<file path="src/rtl/cdb_arbiter.sv">
// Common-data-bus arbiter: picks one completed functional-unit result per cycle
// (round-robin or fixed priority) and drives it as a registered CDB broadcast.
module cdb_arbiter #(
  parameter int NUM_CH       = 4,
  parameter int DATA_WIDTH   = 32,
  parameter int ROB_IX_WIDTH = 3,
  parameter int MODE         = 0,
  parameter int SRC_W        = (NUM_CH > 2) ? $clog2(NUM_CH) : 1
) (
  input  logic                           clk_in,
  input  logic                           rst_in,
  input  logic [NUM_CH-1:0]              fu_valid_in,
  input  logic [NUM_CH*DATA_WIDTH-1:0]   fu_data_in,
  input  logic [NUM_CH*ROB_IX_WIDTH-1:0] fu_rob_ix_in,
  input  logic                           flush_in,
  output logic [NUM_CH-1:0]              fu_read_out,
  output logic                           cdb_valid_out,
  output logic [DATA_WIDTH-1:0]          cdb_value_out,
  output logic [ROB_IX_WIDTH-1:0]        cdb_rob_ix_out,
  output logic [SRC_W-1:0]               cdb_src_out,
  output logic [31:0]                    bcast_count_out
);

  logic [DATA_WIDTH-1:0]   data_ch   [NUM_CH];
  logic [ROB_IX_WIDTH-1:0] rob_ix_ch [NUM_CH];

  for (genvar k = 0; k < NUM_CH; k++) begin : g_unpack
    assign data_ch[k]   = fu_data_in[k*DATA_WIDTH +: DATA_WIDTH];
    assign rob_ix_ch[k] = fu_rob_ix_in[k*ROB_IX_WIDTH +: ROB_IX_WIDTH];
  end

  logic [SRC_W-1:0]        rr_ptr;
  logic [NUM_CH-1:0]       read_q;
  logic                    cdb_valid;
  logic [DATA_WIDTH-1:0]   cdb_value;
  logic [ROB_IX_WIDTH-1:0] cdb_rob_ix;
  logic [SRC_W-1:0]        cdb_src;
  logic [31:0]             bcast_count;

  logic [NUM_CH-1:0]       req;
  logic                    grant_valid;
  logic [SRC_W-1:0]        grant_ix;
  logic [SRC_W-1:0]        cand;
  logic [SRC_W-1:0]        next_ptr;

  // A channel acknowledged this cycle still shows valid; mask it so it is not
  // broadcast twice.
  // NOTE: every always_comb output gets a default first, so no path leaves a
  // value undefined and no latch is inferred.
  always_comb begin
    req         = fu_valid_in & ~read_q;
    grant_valid = 1'b0;
    grant_ix    = '0;
    cand        = '0;
    for (int i = 0; i < NUM_CH; i++) begin
      if (MODE == 0) begin
        cand = ((int'(rr_ptr) + i) >= NUM_CH) ? SRC_W'(int'(rr_ptr) + i - NUM_CH)
                                              : SRC_W'(int'(rr_ptr) + i);
      end else begin
        cand = SRC_W'(i);
      end
      if (!grant_valid && !flush_in && req[cand]) begin
        grant_valid = 1'b1;
        grant_ix    = cand;
      end
    end
  end

  always_comb begin
    next_ptr = '0;
    if (int'(grant_ix) != NUM_CH - 1) begin
      next_ptr = grant_ix + 1'b1;
    end
  end

  // NOTE: state registers use non-blocking assignments so every flop samples
  // pre-edge values regardless of statement order.
  always_ff @(posedge clk_in or posedge rst_in) begin
    if (rst_in) begin
      rr_ptr      <= '0;
      read_q      <= '0;
      cdb_valid   <= 1'b0;
      cdb_value   <= '0;
      cdb_rob_ix  <= '0;
      cdb_src     <= '0;
      bcast_count <= '0;
    end else begin
      if (grant_valid) begin
        cdb_valid   <= 1'b1;
        cdb_value   <= data_ch[grant_ix];
        cdb_rob_ix  <= rob_ix_ch[grant_ix];
        cdb_src     <= grant_ix;
        read_q      <= {{(NUM_CH-1){1'b0}}, 1'b1} << grant_ix;
        bcast_count <= bcast_count + 32'd1;
        if (MODE == 0) begin
          rr_ptr <= next_ptr;
        end
      end else begin
        cdb_valid <= 1'b0;
        read_q    <= '0;
      end
      if (flush_in) begin
        rr_ptr <= '0;
      end
    end
  end

  assign fu_read_out     = read_q;
  assign cdb_valid_out   = cdb_valid;
  assign cdb_value_out   = cdb_value;
  assign cdb_rob_ix_out  = cdb_rob_ix;
  assign cdb_src_out     = cdb_src;
  assign bcast_count_out = bcast_count;

endmodule

</file>
<file path="config.mk">
export PLATFORM = sky130hd
export DESIGN_NAME = cdb_arbiter
export DESIGN_NICKNAME = d
export VERILOG_FILES = /design/src/rtl/cdb_arbiter.sv
export SDC_FILE = /design/constraint.sdc
export NUM_CORES = 1
export LEC_CHECK = 0
export CAP_MARGIN = 40
export CORE_MARGIN = 2
export CORE_UTILIZATION = 44
export DETAILED_ROUTE_END_ITERATION = 7
export PLACE_DENSITY = 0.87
export SLEW_MARGIN = 20
export SYNTH_ARGS = -nofsm -noshare
export SYNTH_HDL_FRONTEND = slang
export SYNTH_SLANG_ARGS = --single-unit
</file>
<file path="constraint.sdc">
create_clock -name clk_in -period 4.6 [get_ports clk_in]
set_input_delay 0.46 -clock clk_in [delete_from_list [all_inputs] [get_ports clk_in]]
set_output_delay 0.46 -clock clk_in [all_outputs]
set_load 0.05 [all_outputs]
</file>
Word level (Yosys, flattened, before mapping). Index checks and enable logic that the tools add are counted.

Flip-flop bits (word level): 76. Input bits: 147. Output and inout port bits: 74. Word-level logic and storage cells: 73.

$add $sub $neg: 9. $lt $le $gt $ge: 9. Eq/ne operators: 1. Shift-type cells: 1. Multiplexer cells: 31. Bitwise gates (word level): 3. Reduce and logical (&&, ||, !) cells: 12.

Operators by type and width (number): binary-select mux 32 bit (select 2 bit) (1); two-way mux 32 bit (2); adder 32 x 1 -> 32 bit (second input constant) (1); two-way mux 2 bit (11); >= comparator 3 bit (second input constant) (4); < comparator 2 x 3 -> 1 bit (second input constant) (4); two-way mux 1 bit (9); binary-select mux 1 bit (select 2 bit) (4); subtractor 2 x 1 -> 2 bit (second input constant) (4); logical AND 1 bit (7); adder 2 x 2 -> 3 bit (second input constant) (2); binary-select mux 3 bit (select 2 bit) (1); two-way mux 3 bit (2); AND 4 bit (1); zero test 1 bit (4); two-way mux 4 bit (1); inverter 4 bit (1); << shifter 1 x 2 -> 4 bit (first input constant) (1); adder 2 x 1 -> 3 bit (second input constant) (1); >= comparator 2 x 3 -> 1 bit (second input constant) (1); inverter 2 -> 3 bit (1); adder 2 x 1 -> 2 bit (second input constant) (1); != test 2 x 1 -> 1 bit (second input constant) (1); nonzero test 2 bit (1).

Longest topological paths before layout.
Word-level depth: 22. Gate-level depth with buffers: 11. Depth with buffers taken out: 8.

Least setup slack after synthesis. OpenSTA, ideal clock, no wires.

Path kind: reg2reg. From: register read_q[2] (netlist: fu_read_out[2]). To: register rr_ptr[1]. Library setup time: 0.094 ns. Arrival: 2.588 ns. Required time: 4.506 ns. Path slack: 1.917 ns. Stages on the path, launching flop included: 11. Buffers on the path: 2. Period minus slack after synthesis: 2.683 ns. Cells stage by stage: dfrtp_1 > nand2b_1 > mux4_2 > a21o_1 > a21oi_1 > o22a_2 > buf_6 > buf_6 > inv_2 > ha_1 > a211oi_1.

Cells in the longest elaborated chain, start to end: 22. Elaborated cells on any way between the ends: 34. Those cells by class: add/sub: 1; eq/ne: 1; mux: 19; bitwise: 2; reduce/logical: 11.

RTL lines: start, declared (RTL line 33) `logic [NUM_CH-1:0] read_q;`; start signal, assigned (RTL line 93) `read_q <= {{(NUM_CH-1){1'b0}}, 1'b1} << grant_ix;`; inverter 4 bit * (RTL line 51) `req = fu_valid_in & ~read_q;`; AND 4 bit * (RTL line 51); binary-select mux 1 bit (select 2 bit) (RTL line 62) `if (!grant_valid && !flush_in && req[cand]) begin`; two-way mux 1 bit (not written as such) (RTL line 62); logical AND 1 bit (RTL line 62); two-way mux 1 bit (RTL line 62); zero test 1 bit (RTL line 62); logical AND 1 bit (2 in series) (RTL line 62); (+4 left out); two-way mux 1 bit (RTL line 62); zero test 1 bit (RTL line 62); logical AND 1 bit (2 in series) (RTL line 62); two-way mux 2 bit (RTL line 62); adder 2 x 1 -> 2 bit / != test 2 x 1 -> 1 bit (equally long branches) (RTL line 72, 71); two-way mux 2 bit (RTL line 71) `if (int'(grant_ix) != NUM_CH - 1) begin`; two-way mux 2 bit (RTL line 88) `if (grant_valid) begin`; two-way mux 2 bit (RTL line 102) `if (flush_in) begin`; end signal, assigned (RTL line 96) `rr_ptr <= next_ptr;`; end, declared (RTL line 32) `logic [SRC_W-1:0] rr_ptr;`.

Mark *: on every way between the ends. The rest lies on a longest branch, timed or not. The select of a mux whose other input is x is not followed. A chain may end at the register's enable or synchronous reset.

Final worst setup path.
From: input fu_valid_in[3]. To: register cdb_value[30] (netlist: cdb_value_out[30]).

Cells in the longest elaborated chain, start to end: 21. Elaborated cells on any way between the ends: 31. Those cells by class: mux: 19; bitwise: 2; reduce/logical: 10.

RTL lines: start, declared (RTL line 12) `input logic [NUM_CH-1:0] fu_valid_in,`; AND 4 bit * (RTL line 51); binary-select mux 1 bit (select 2 bit) (RTL line 62); two-way mux 1 bit (not written as such) (RTL line 62); logical AND 1 bit (RTL line 62); two-way mux 1 bit (RTL line 62); zero test 1 bit (RTL line 62); logical AND 1 bit (2 in series) (RTL line 62); two-way mux 1 bit (RTL line 62); zero test 1 bit (RTL line 62); logical AND 1 bit (2 in series) (RTL line 62); two-way mux 1 bit (RTL line 62); zero test 1 bit (RTL line 62); logical AND 1 bit (2 in series) (RTL line 62); two-way mux 2 bit (RTL line 62); inverter 2 -> 3 bit (not written as such) (RTL line 90) `cdb_value <= data_ch[grant_ix];`; binary-select mux 32 bit (select 2 bit) (RTL line 90); two-way mux 32 bit (not written as such) (2 in series) (RTL line 90); end signal, assigned (RTL line 90); end, declared (RTL line 35) `logic [DATA_WIDTH-1:0] cdb_value;`.

Marked as above.

==> results.sh <==
export IMPL_rsz0062_at_grt="false"
export IMPL_required_ns=4.81
export IMPL_max_stage_delay_ns=0.65
export IMPL_ys_async_sr_fraction_pct=100
export IMPL_leading_cell_type_by_number_of_instances_after_synthesis="dfrtp_1"
export IMPL_mappedNetlistArea_mm2=0.00442
export IMPL_worstSetupPathType="in2reg"
export IMPL_fraction_of_the_mapped_netlist_area_in_compound_gates_pct=19.6
export IMPL_antenna_violations_before_repair=0
export IMPL_kind_of_start_point_of_the_critical_path="primary input"
export IMPL_max_cap_viols=0
export IMPL_post_cts_resized=0
export IMPL_endpoint_kind="flop"
export IMPL_synth_top_cells_by_area="dfrtp_1, mux2i_1, o2bb2ai_2"
export IMPL_wire_length_of_the_first_global_routing_pass_um=20400
export IMPL_cts_setup_buffers=0
export IMPL_synthesis_nets=530
export IMPL_synth_main_ff_cell="dfrtp_1"
export IMPL_clock_insertion_delay_worst_skew_ns=0.34
export IMPL_powerDensity_mw_per_mm2=460
export IMPL_cts_sinks=76
export IMPL_fin_setup_tns_ns=0
export IMPL_route_detailed_wl_per_inst_um=17.1
export IMPL_synth_top_cell_by_area="dfrtp_1"
export IMPL_place_hpwl_um=9970
export IMPL_die_height_um=104
export IMPL_synth_top_family_by_area="compound AO/OA/AOI/OAI gates"
export IMPL_insertedDiodeCount=0
export IMPL_total_power_mw=3.19
export IMPL_num_rows=36
export IMPL_worstHoldPathType="reg2reg"
export IMPL_maxSlewViolCount=0
export IMPL_max_slew_worst_pin_slew_ns=0.760
export IMPL_cp_cell_sequence="clkdlybuf4s50_1, nand2b_1, mux4_2, a21o_1, o22a_2, nor2_4, buf_4, a21oi_1"
export IMPL_synthesis_stage_register_bit_count=76
export IMPL_fmax_ghz=0.316
export IMPL_detail_route_vias_per_cell=5.33
export IMPL_worst_path_dominant_cell_family="buffers and inverters"
export IMPL_worst_endpoint_arrival_ns=3.37
export IMPL_r2r_setup_slack_ns=1.51
export IMPL_fp_coreArea_mm2=0.00977
export IMPL_outcome="finished clean"
export IMPL_synthCells=381
export IMPL_final_hold_viol_count=0
export IMPL_place_gp_congestion=0.881
export IMPL_fp_dieW_um=104
export IMPL_min_period_ns=3.16
export IMPL_synth_area_per_cell_um2=11.6
export IMPL_part_of_the_yosys_area_used_for_sequential_elements_pct=43.0
export IMPL_worstPathBufferInverterCount=2
export IMPL_num_nets_final=743
export IMPL_p_leak_nw=3.01
export IMPL_finalClockSkew_ns=0.0113
export IMPL_first_pass_iters=4
export IMPL_timing_final_setup_violations=0
export IMPL_clock_tree_from_tritoncts="yes"
export IMPL_first_global_vias=4145
export IMPL_detail_route_antenna_nets=0
export IMPL_fin_hold_ws_ns=0.471
export IMPL_synthDominantCellAreaShare_pct=43.0
export IMPL_maxSlewHeadroom_pct=48.0
export IMPL_grt_residual_overflow=0
export IMPL_synth_simple_area_share_pct=10.2
export IMPL_irDropWorstVdd_mv=0.287
export IMPL_muxShareOfSynthArea_pct=16.9
export IMPL_finalCritPeriodShare_pct=68.7
export IMPL_total_grt_usage_pct=23.4
export IMPL_htreeDepth=3
export IMPL_worst_path_max_fanout=21
export IMPL_post_synth_xor_area_fraction_pct=6.14
export IMPL_top_level_ports=221
export IMPL_synth_top_cells_by_count="dfrtp_1, mux2i_1, a21oi_2, o2bb2ai_2, nand2_1"
export IMPL_cts_path_max_buffers=2
export IMPL_drc_errors=0
export IMPL_yosysWarningCount=0
export IMPL_cpMaxStageDelayCell="nor2_4"
export IMPL_io_buffer_count=220
export IMPL_share_of_cells_above_drive_strength_1_pct=15.0
export IMPL_initial_util_pct=45.2
export IMPL_ys_types=42
export IMPL_grt_max_degree=56
export IMPL_total_cts_buffers=9
export IMPL_vias=3903
export IMPL_routed_wl_um=12500
export IMPL_synth_edf_count=0
export IMPL_detailedRoute_firstIterationViolations=141
export IMPL_clock_pin_slew_on_the_worst_setup_and_hold_paths_ns=0.08
export IMPL_layout_area_overhead_vs_synth_pct=57.0
export IMPL_die_area_mm2=0.0109
export IMPL_post_synth_fa_ha_maj_area_fraction_pct=0.566
export IMPL_holdBufCountCts=0
export IMPL_clock_root_buffer="clkbuf_8"
-- routing by layer --
metal	global-route usage, %	up-vias	routed length (µm)
li1	-	1823	-
met1	26.5	1864	4710
met2	43.3	191	6740
met3	4.95	25	775
met4	8.40	0	321
met5	0	-	0
-- cells in the final DEF, fill, tap and decap left out, types with 3 or more instances in the layout --
| cell | instances |
|---|---|
| nor2b_1 | 4 |
| nor3_1 | 7 |
| nand2b_1 | 4 |
| and3_1 | 4 |
| nand2_1 | 25 |
| clkdlybuf4s50_1 | 220 |
| a21oi_1 | 8 |
| nor2_1 | 15 |
| clkbuf_8 | 10 |
| o2bb2ai_2 | 28 |
| o2bb2ai_1 | 7 |
| nand3_1 | 11 |
| xnor2_1 | 23 |
| xor2_1 | 8 |
| buf_4 | 4 |
| inv_2 | 3 |
| a21oi_2 | 28 |
| mux2i_1 | 70 |
| and4_1 | 3 |
| nand4_1 | 7 |
| dfrtp_1 | 76 |
-- area by class of cell --
type / instances / area (µm²)
Tap cell: 133 / 166
Clock inverter: 6 / 63.8
Timing Repair Buffer: 226 / 2280
Inverter: 5 / 21.3
Fill cell: 709 / 2830
Clock buffer: 10 / 138
Sequential cell: 76 / 1900
Multi-Input combinational cell: 276 / 2370
-- logic make-up after synthesis --
| kind of cell | Yosys count |
|---|---|
| and+or+nand+nor | 87 |
| AOI/OAI and AO/OA | 84 |
| DFF | 76 |
| muxes | 72 |
| xor gates and xnor gates | 31 |
| buffers and inverters | 29 |
| adders and majority gates | 2 |
-- registers in the layout, summed over array words and instances (netlist names) --
name and count:
rr_ptr 2, cdb_rob_ix_out 3, cdb_valid_out 1, cdb_value_out 32, cdb_src_out 2, bcast_count_out 32, fu_read_out 4
-- worst register-to-register path, delay by kind of cell (launching register included) --
kind                   cells  cell delay (ns)
muxes                      1             0.51
buffers and inverters      1             0.39
AOI/OAI and AO/OA          3             0.72
and+or+nand+nor            2             0.91
DFF                        1             0.42
-- stage by stage --
| step | area (µm²) | utilization (%) | std cells | worst slack, ns |
|---|---|---|---|---|
| 2_1_floorplan | 4420 | - | 381 | 1.92 |
| 3_3_place_gp | 6690 | 68.4 | 714 | 1.14 |
| 3_5_place_dp | 6740 | 68.9 | 716 | 1.11 |
| 4_1_cts | 6940 | 71.0 | 732 | 1.48 |
| 5_1_grt | 6940 | 71.0 | 732 | 1.32 |
| 6_report | 6940 | 71.0 | 732 | 1.44 |
-- report_power, final --
| part | switching (mW) | total [mW] | internal, mW |
|---|---|---|---|
| clock | 0.250 | 0.515 | 0.264 |
| sequential | 0.150 | 0.981 | 0.831 |
| combinational | 1.03 | 1.70 | 0.662 |
| total | 1.43 | 3.19 | 1.76 |
-- worst paths after layout --
path / startpoint / end / cells after the start
max reg2reg: fu_read_out[2] / cdb_value_out[30] / 7
max in group asynchronous: rst_in / bcast_count_out[14] / 3
min: bcast_count_out[31] / bcast_count_out[31] / 1
min reg2reg: bcast_count_out[31] / bcast_count_out[31] / 1
min in group asynchronous: rst_in / cdb_value_out[27] / 2
max: fu_valid_in[3] / cdb_value_out[30] / 8
Note: power is estimated with default switching activity, not from simulation.
